==> config.mk <==
export PLATFORM = sky130hd
export DESIGN_NAME = alu
export DESIGN_NICKNAME = d
export VERILOG_FILES = /design/src/rtl/alu.sv
export SDC_FILE = /design/constraint.sdc
export NUM_CORES = 1
export LEC_CHECK = 0
export ABC_AREA = 0
export CAP_MARGIN = 30
export CORE_MARGIN = 4
export CORE_UTILIZATION = 57
export CTS_BUF_LIST = sky130_fd_sc_hd__clkbuf_4 sky130_fd_sc_hd__clkbuf_8 sky130_fd_sc_hd__clkbuf_16
export DETAILED_ROUTE_END_ITERATION = 6
export GPL_TIMING_DRIVEN = 0
export PLACE_DENSITY = 0.88
export SYNTH_ARGS = -nofsm -noshare
export SYNTH_HDL_FRONTEND = slang
export SYNTH_SLANG_ARGS = --single-unit
==> constraint.sdc <==
create_clock -name clk -period 9.25 [get_ports clk]
set_input_delay 1.85 -clock clk [delete_from_list [all_inputs] [get_ports clk]]
set_output_delay 1.85 -clock clk [all_outputs]
set_load 0.02 [all_outputs]
==> src/rtl/alu.sv <==
// Purpose     : single-cycle registered ALU (logic, add/sub, signed set-less-than).
// Latency     : one clk; operands sampled at edge N are visible on aluRslt/zero after edge N.
// Backpressure: none; no handshake, a new operation is accepted on every clk edge.
//
// Ports:
//   clk       rising-edge clock for all state
//   reset     synchronous, active-high; forces aluRslt=0, zero=1, overflow=0
//   srcA      operand A (two's complement where signed)
//   srcB      operand B (two's complement where signed)
//   aluCtrl   operation select:
//               000 A&B   001 A|B   010 A+B   011 A^B
//               100 A&~B  101 A|~B  110 A-B   111 SLT (signed)
//   aluRslt   registered result
//   zero      registered flag, 1 when the registered aluRslt is 0
//   overflow  registered signed-overflow flag for add/sub
//             (port exists only when ALU_OVERFLOW_EN is defined)
//
// Build option: define ALU_OVERFLOW_EN to add the overflow port and its logic.

module alu #(
    parameter int WIDTH = 32
) (
    input  logic             clk,
    input  logic             reset,
    input  logic [WIDTH-1:0] srcA,
    input  logic [WIDTH-1:0] srcB,
    input  logic [2:0]       aluCtrl,
    output logic [WIDTH-1:0] aluRslt,
    output logic             zero
`ifdef ALU_OVERFLOW_EN
    ,
    output logic             overflow
`endif
);

    localparam logic [2:0] OP_AND  = 3'b000;
    localparam logic [2:0] OP_OR   = 3'b001;
    localparam logic [2:0] OP_ADD  = 3'b010;
    localparam logic [2:0] OP_XOR  = 3'b011;
    localparam logic [2:0] OP_ANDN = 3'b100;
    localparam logic [2:0] OP_ORN  = 3'b101;
    localparam logic [2:0] OP_SUB  = 3'b110;
    localparam logic [2:0] OP_SLT  = 3'b111;

    localparam int MSB = WIDTH - 1;

    // aluCtrl[2] selects the inverted B operand for every upper-half op:
    // AND-NOT, OR-NOT, and the subtractor used by SUB and SLT. The same bit
    // doubles as the adder carry-in so A + ~B + 1 falls out of one adder.
    logic             invertB;
    logic [WIDTH-1:0] srcBMux;
    logic [WIDTH-1:0] carryIn;
    logic [WIDTH-1:0] adderSum;

    assign invertB  = aluCtrl[2];
    assign srcBMux  = invertB ? ~srcB : srcB;
    assign carryIn  = {{(WIDTH-1){1'b0}}, invertB};
    // Modulo 2^WIDTH: carry-out is intentionally not kept.
    assign adderSum = srcA + srcBMux + carryIn;

    // Signed overflow of the adder as actually configured: the two adder
    // inputs share a sign and the sum sign differs. Because srcBMux already
    // carries ~B for subtraction, this single expression covers both
    // "same signs on add" and "different signs on sub".
    logic adderOvf;
    assign adderOvf = (srcA[MSB] == srcBMux[MSB]) && (adderSum[MSB] != srcA[MSB]);

    // Signed A < B from the A-B subtraction. The raw sign bit is wrong when
    // the subtraction overflows (e.g. 0x80000000 - 1), so correct it with the
    // overflow bit.
    logic sltLess;
    assign sltLess = adderSum[MSB] ^ adderOvf;

    // Next-state result; every encoding is listed so no path yields X.
    logic [WIDTH-1:0] rsltNext;
    always_comb begin
        rsltNext = '0;
        case (aluCtrl)
            OP_AND:  rsltNext = srcA & srcB;
            OP_OR:   rsltNext = srcA | srcB;
            OP_ADD:  rsltNext = adderSum;
            OP_XOR:  rsltNext = srcA ^ srcB;
            OP_ANDN: rsltNext = srcA & srcBMux;
            OP_ORN:  rsltNext = srcA | srcBMux;
            OP_SUB:  rsltNext = adderSum;
            OP_SLT:  rsltNext = {{(WIDTH-1){1'b0}}, sltLess};
        endcase
    end

    // zero is computed from the same combinational value that is registered
    // into aluRslt, so the two outputs can never disagree.
    logic zeroNext;
    assign zeroNext = (rsltNext == '0);

    always_ff @(posedge clk) begin
        if (reset) begin
            aluRslt <= '0;
            zero    <= 1'b1;
        end else begin
            aluRslt <= rsltNext;
            zero    <= zeroNext;
        end
    end

`ifdef ALU_OVERFLOW_EN
    // Only ADD and SUB report overflow; SLT uses the subtractor internally
    // but its result cannot overflow, so the flag stays low there.
    logic ovfNext;
    assign ovfNext = ((aluCtrl == OP_ADD) || (aluCtrl == OP_SUB)) && adderOvf;

    always_ff @(posedge clk) begin
        if (reset) begin
            overflow <= 1'b0;
        end else begin
            overflow <= ovfNext;
        end
    end
`endif

endmodule

After elaboration in Yosys (flattened, before gate mapping) --
Index checks and enable logic that the tools add are counted. Widths: inputs -> output; s select.
Cells by class: $add $sub $neg 2, equality and inequality tests 9, mux-type cells 2, bitwise gates (word level) 7, reductions and logical operators 4
Operators by type and width (count):
- $pmux 32 s7 | 1
- $and 32x32->32 | 2
- $or 32x32->32 | 2
- $add 32x1->32 | 1
- $add 32x32->32 | 1
- $logic_not 32->1 | 1
- $mux 32 | 1
- $not 32->32 | 1
- $xor 32x32->32 | 1
- $eq 3x3->1 const B | 4
- $eq 3x2->1 const B | 2
- $eq 3x1->1 const B | 1
- $logic_not 3->1 | 1
- $reduce_or 2->1 | 1
- $eq 1x1->1 | 1
- $logic_and 1x1->1 | 1
- $ne 1x1->1 | 1
- $xor 1x1->1 | 1
Word-level totals: register bits 33, output and inout port bits 33, logic and storage cells 26

Longest topological paths before layout --
depth after elaboration 9, gate-level depth with buffers 16

Least setup slack after synthesis --
Ideal clock, no wire load.
path kind input-to-reg, start point input aluCtrl[2], end point register zero, arrival 5.399 ns, path slack 3.781 ns, cell stages on the path 15, buffers on the path 2, cells stage by stage clkbuf_1 -> clkbuf_1 -> nor2b_1 -> or2_2 -> ha_1 -> nand4_2 -> or3_4 -> nor3_4 -> o31ai_1 -> and2_1 -> xor2_1 -> o211ai_1 -> or4_1 -> or4_1 -> o21bai_1
On the way: longest elaborated chain between the ends 8
Ends and longest elaborated chain:
- from (decl) | line 27 | input logic [2:0] aluCtrl,
- $mux 32 | line 56 | assign srcBMux = invertB ? ~srcB : srcB;
- $add 32x32->32 | line 59 | assign adderSum = srcA + srcBMux + carryIn;
- $add 32x1->32 | line 59
- $ne 1x1->1 | line 66 | assign adderOvf = (srcA[MSB] == srcBMux[MSB]) && (adderSum[MSB] != srcA[MSB]);
- $logic_and 1x1->1 | line 66
- $xor 1x1->1 | line 72 | assign sltLess = adderSum[MSB] ^ adderOvf;
- $pmux 32 s7 * | line 78 | case (aluCtrl)
- $logic_not 32->1 * | line 93 | assign zeroNext = (rsltNext == '0);
- to (signal assigned) | line 101 | zero <= zeroNext;
- to (decl) | line 29 | output logic zero
Every way passes the cells marked *; elsewhere a longest branch is shown, timed or not. A chain may end at the register's enable or synchronous reset.

Worst setup path in the final report --
Ends and elaborated chain as after synthesis.

==> flow_summary.json <==
{
  "die_w_um": 99.1,
  "numPortBuffers": 99,
  "min_period_ns": 6.97,
  "clkSinkCount": 33,
  "initial_core_util": 0.600,
  "final_nets": 884,
  "pre_cts_slack_ns": 2.16,
  "grt_max_degree": 12,
  "status": "finished, final reports clean",
  "synth_most_common_cell": "a21oi_1",
  "slew_violations": 0,
  "yosysWarnings": 0,
  "synth_xor_area_frac": 0.0907,
  "n_fill_cell": 588,
  "grt_remaining_overflow": 0,
  "switching_share": 0.406,
  "netlist.area_leader.share": 0.140,
  "power_frac_comb": 0.535,
  "setup_viol": 0,
  "synthSimpleGateAreaFrac": 0.276,
  "htree_levels": 2,
  "first_global_vias": 5463,
  "area_delta_synth_final_pct": 26.5,
  "clk_path_buf_depth": 2,
  "synthMuxAreaShare": 0.0130,
  "fin_util": 0.759,
  "ir_worst_vdd_mv": 0.0834,
  "clkTransAtPathRegs_ns": 0.09,
  "via_per_inst": 6.58,
  "core_um2": 7890,
  "cts_tree": "built",
  "hold_path.class": "in2reg",
  "grt_pass1_wl_um": 27200,
  "diodes": 0,
  "rows": 32,
  "rsz0062_at_grt": "no",
  "tightest_slew_ns": 0.782,
  "clkPwrFrac": 0.243,
  "hold_viol_final": 0,
  "synth_compound_area_frac": 0.352,
  "via_count": 5834,
  "numCtsBuffers": 5,
  "cts_root_buffer": "clkbuf_8",
  "antenna_left": 0,
  "ys_top_cells_by_count": "96 x a21oi_1, 90 x o21ai_0, 78 x nor2b_1",
  "layout-drive-gt1-share": 0.0778,
  "post-route-period-util": 0.753,
  "hpwl_um": 13600,
  "die_area_um2": 9830,
  "arrival_ns": 7.21,
  "antenna_found_initial": 0,
  "synth_cells": 677,
  "track_usage": 0.343,
  "worstSetupPathType": "in2reg",
  "cap_violations": 0,
  "worst-path-max-fanout": 10,
  "start_kind": "primary input",
  "syn_area_per_cell_um2": 6.99,
  "relSlewSlack": 0.478,
  "io_pins": 102,
  "path_delay_family": "simple AND/OR/NAND/NOR gates",
  "synth_area_leader_cell": "dfxtp_1",
  "critPathSlowestCell": "clkdlybuf4s50_1",
  "async_reset_ff_frac": 0,
  "pwr-share-seq": 0.222,
  "synthTopCellsByArea": "dfxtp_1 14%, nor2b_1 10%, a21oi_1 10%",
  "synth_edf_count": 0,
  "required_ns": 9.50,
  "max_freq_ghz": 0.144,
  "path_cells": "clkdlybuf4s50_1 -> clkbuf_1 -> clkbuf_1 -> nor2b_1 -> or2_2 -> ha_1 -> nand4_2 -> or3_4 -> nor3_4 -> o31ai_1 -> a31oi_1 -> xor2_1 -> a221oi_1 -> nand4_1 -> or4_1 -> o21bai_1",
  "ys_seq_elements": 33,
  "synth_fa_ha_area_frac": 0.0862,
  "yosysSeqAreaShare": 0.140,
  "crit_buf_inv": 3,
  "cts-resized-gates": 0,
  "synth_top_family_by_area": "compound AO/OA/AOI/OAI gates",
  "total_power_mw": 0.718,
  "remaining_drc_errors": 0,
  "ys.flop_type": "dfxtp_1",
  "cp_common_cell": "clkbuf_1",
  "endpoint_kind": "flip-flop",
  "worst_slack_ns": 2.28,
  "cts_setup_buffers": 0,
  "final.setup.tns_ns": 0,
  "hold_buffers": 0,
  "gp_congestion": 0.966,
  "drtIter0Drc": 546,
  "p_int_mw": 0.427,
  "wl_um": 17600,
  "routedWlPerCell_um": 19.9,
  "synth_area_um2": 4730,
  "power-per-cell-area_nw_per_um2": 120,
  "yosysUniqueCellTypes": 68,
  "cpPeakStageDelay_ns": 0.63,
  "synth_nets": 778,
  "first_pass_iters": 5,
  "die_h_um": 99.1,
  "p_leak_nw": 2.36,
  "p_sw_mw": 0.291
}
## area by class of cell
type,instances,area (µm²),area share
buffer,40,154,0.0257
sequential,33,661,0.110
tap,102,128,0.0213
clock buffer,5,68.8,0.0115
clock inverter,3,65.1,0.0109
multi-input combinational,591,3870,0.647
inverter,13,48.8,0.00815
timing repair buffer,99,991,0.166
## per-stage QoR
stage | area [µm²] | cells | hold WS (ns)
2_1_floorplan | 4730 | 677 | 1.92
3_3_place_gp | 5850 | 878 | 2.31
3_5_place_dp | 5850 | 878 | 2.33
4_1_cts | 5990 | 886 | 2.02
5_1_grt | 5990 | 886 | 2.08
6_report | 5990 | 886 | 2.04
## state kept, by name, indices dropped and copies added (netlist names)
signal,count
aluRslt,32
zero,1
## per-layer routing
layer	up-vias	global-route usage	share of wire
met1	2679	0.456	0.41
met4	0	0.140	0.031
met3	55	0.0547	0.11
met2	418	0.552	0.45
li1	2682	-	-
met5	-	0	0
## power groups by stage
| stage | clock network [mW] | logic (mW) | registers, mW |
|---|---|---|---|
| floorplan | 0 | 0.220 | 0.181 |
| finish | 0.174 | 0.384 | 0.160 |
| detailed placement | 0 | 0.371 | 0.163 |
| global route | 0.178 | 0.412 | 0.161 |
| global placement | 0 | 0.360 | 0.162 |
| CTS | 0.174 | 0.373 | 0.160 |
## layout by cell type, fill, tap and decap left out, drive strengths merged, types with 11 or more instances in the layout
cell	n
nor2b	78
nand2	30
a21o	16
dfxtp	33
or2	31
nor2	31
clkbuf	41
nand4	14
a21oi	97
ha	31
clkdlybuf4s50	99
xnor2	11
inv	13
xor2	38
o21ai	93
## final timing paths
kind	startpoint	end	slack, ns	cells after the start
worst max-delay path	aluCtrl[2]	zero	2.28	16
worst min-delay path	aluCtrl[1]	aluRslt[2]	2.04	4
## kinds of logic after synthesis
family	count (synthesis)
and+or+nand+nor	229
buffers and inverters	53
AOI/OAI and AO/OA	275
DFF	33
xor gates and xnor gates	49
adders and majority gates	32
muxes	6
(Power assumes the default switching activity.)
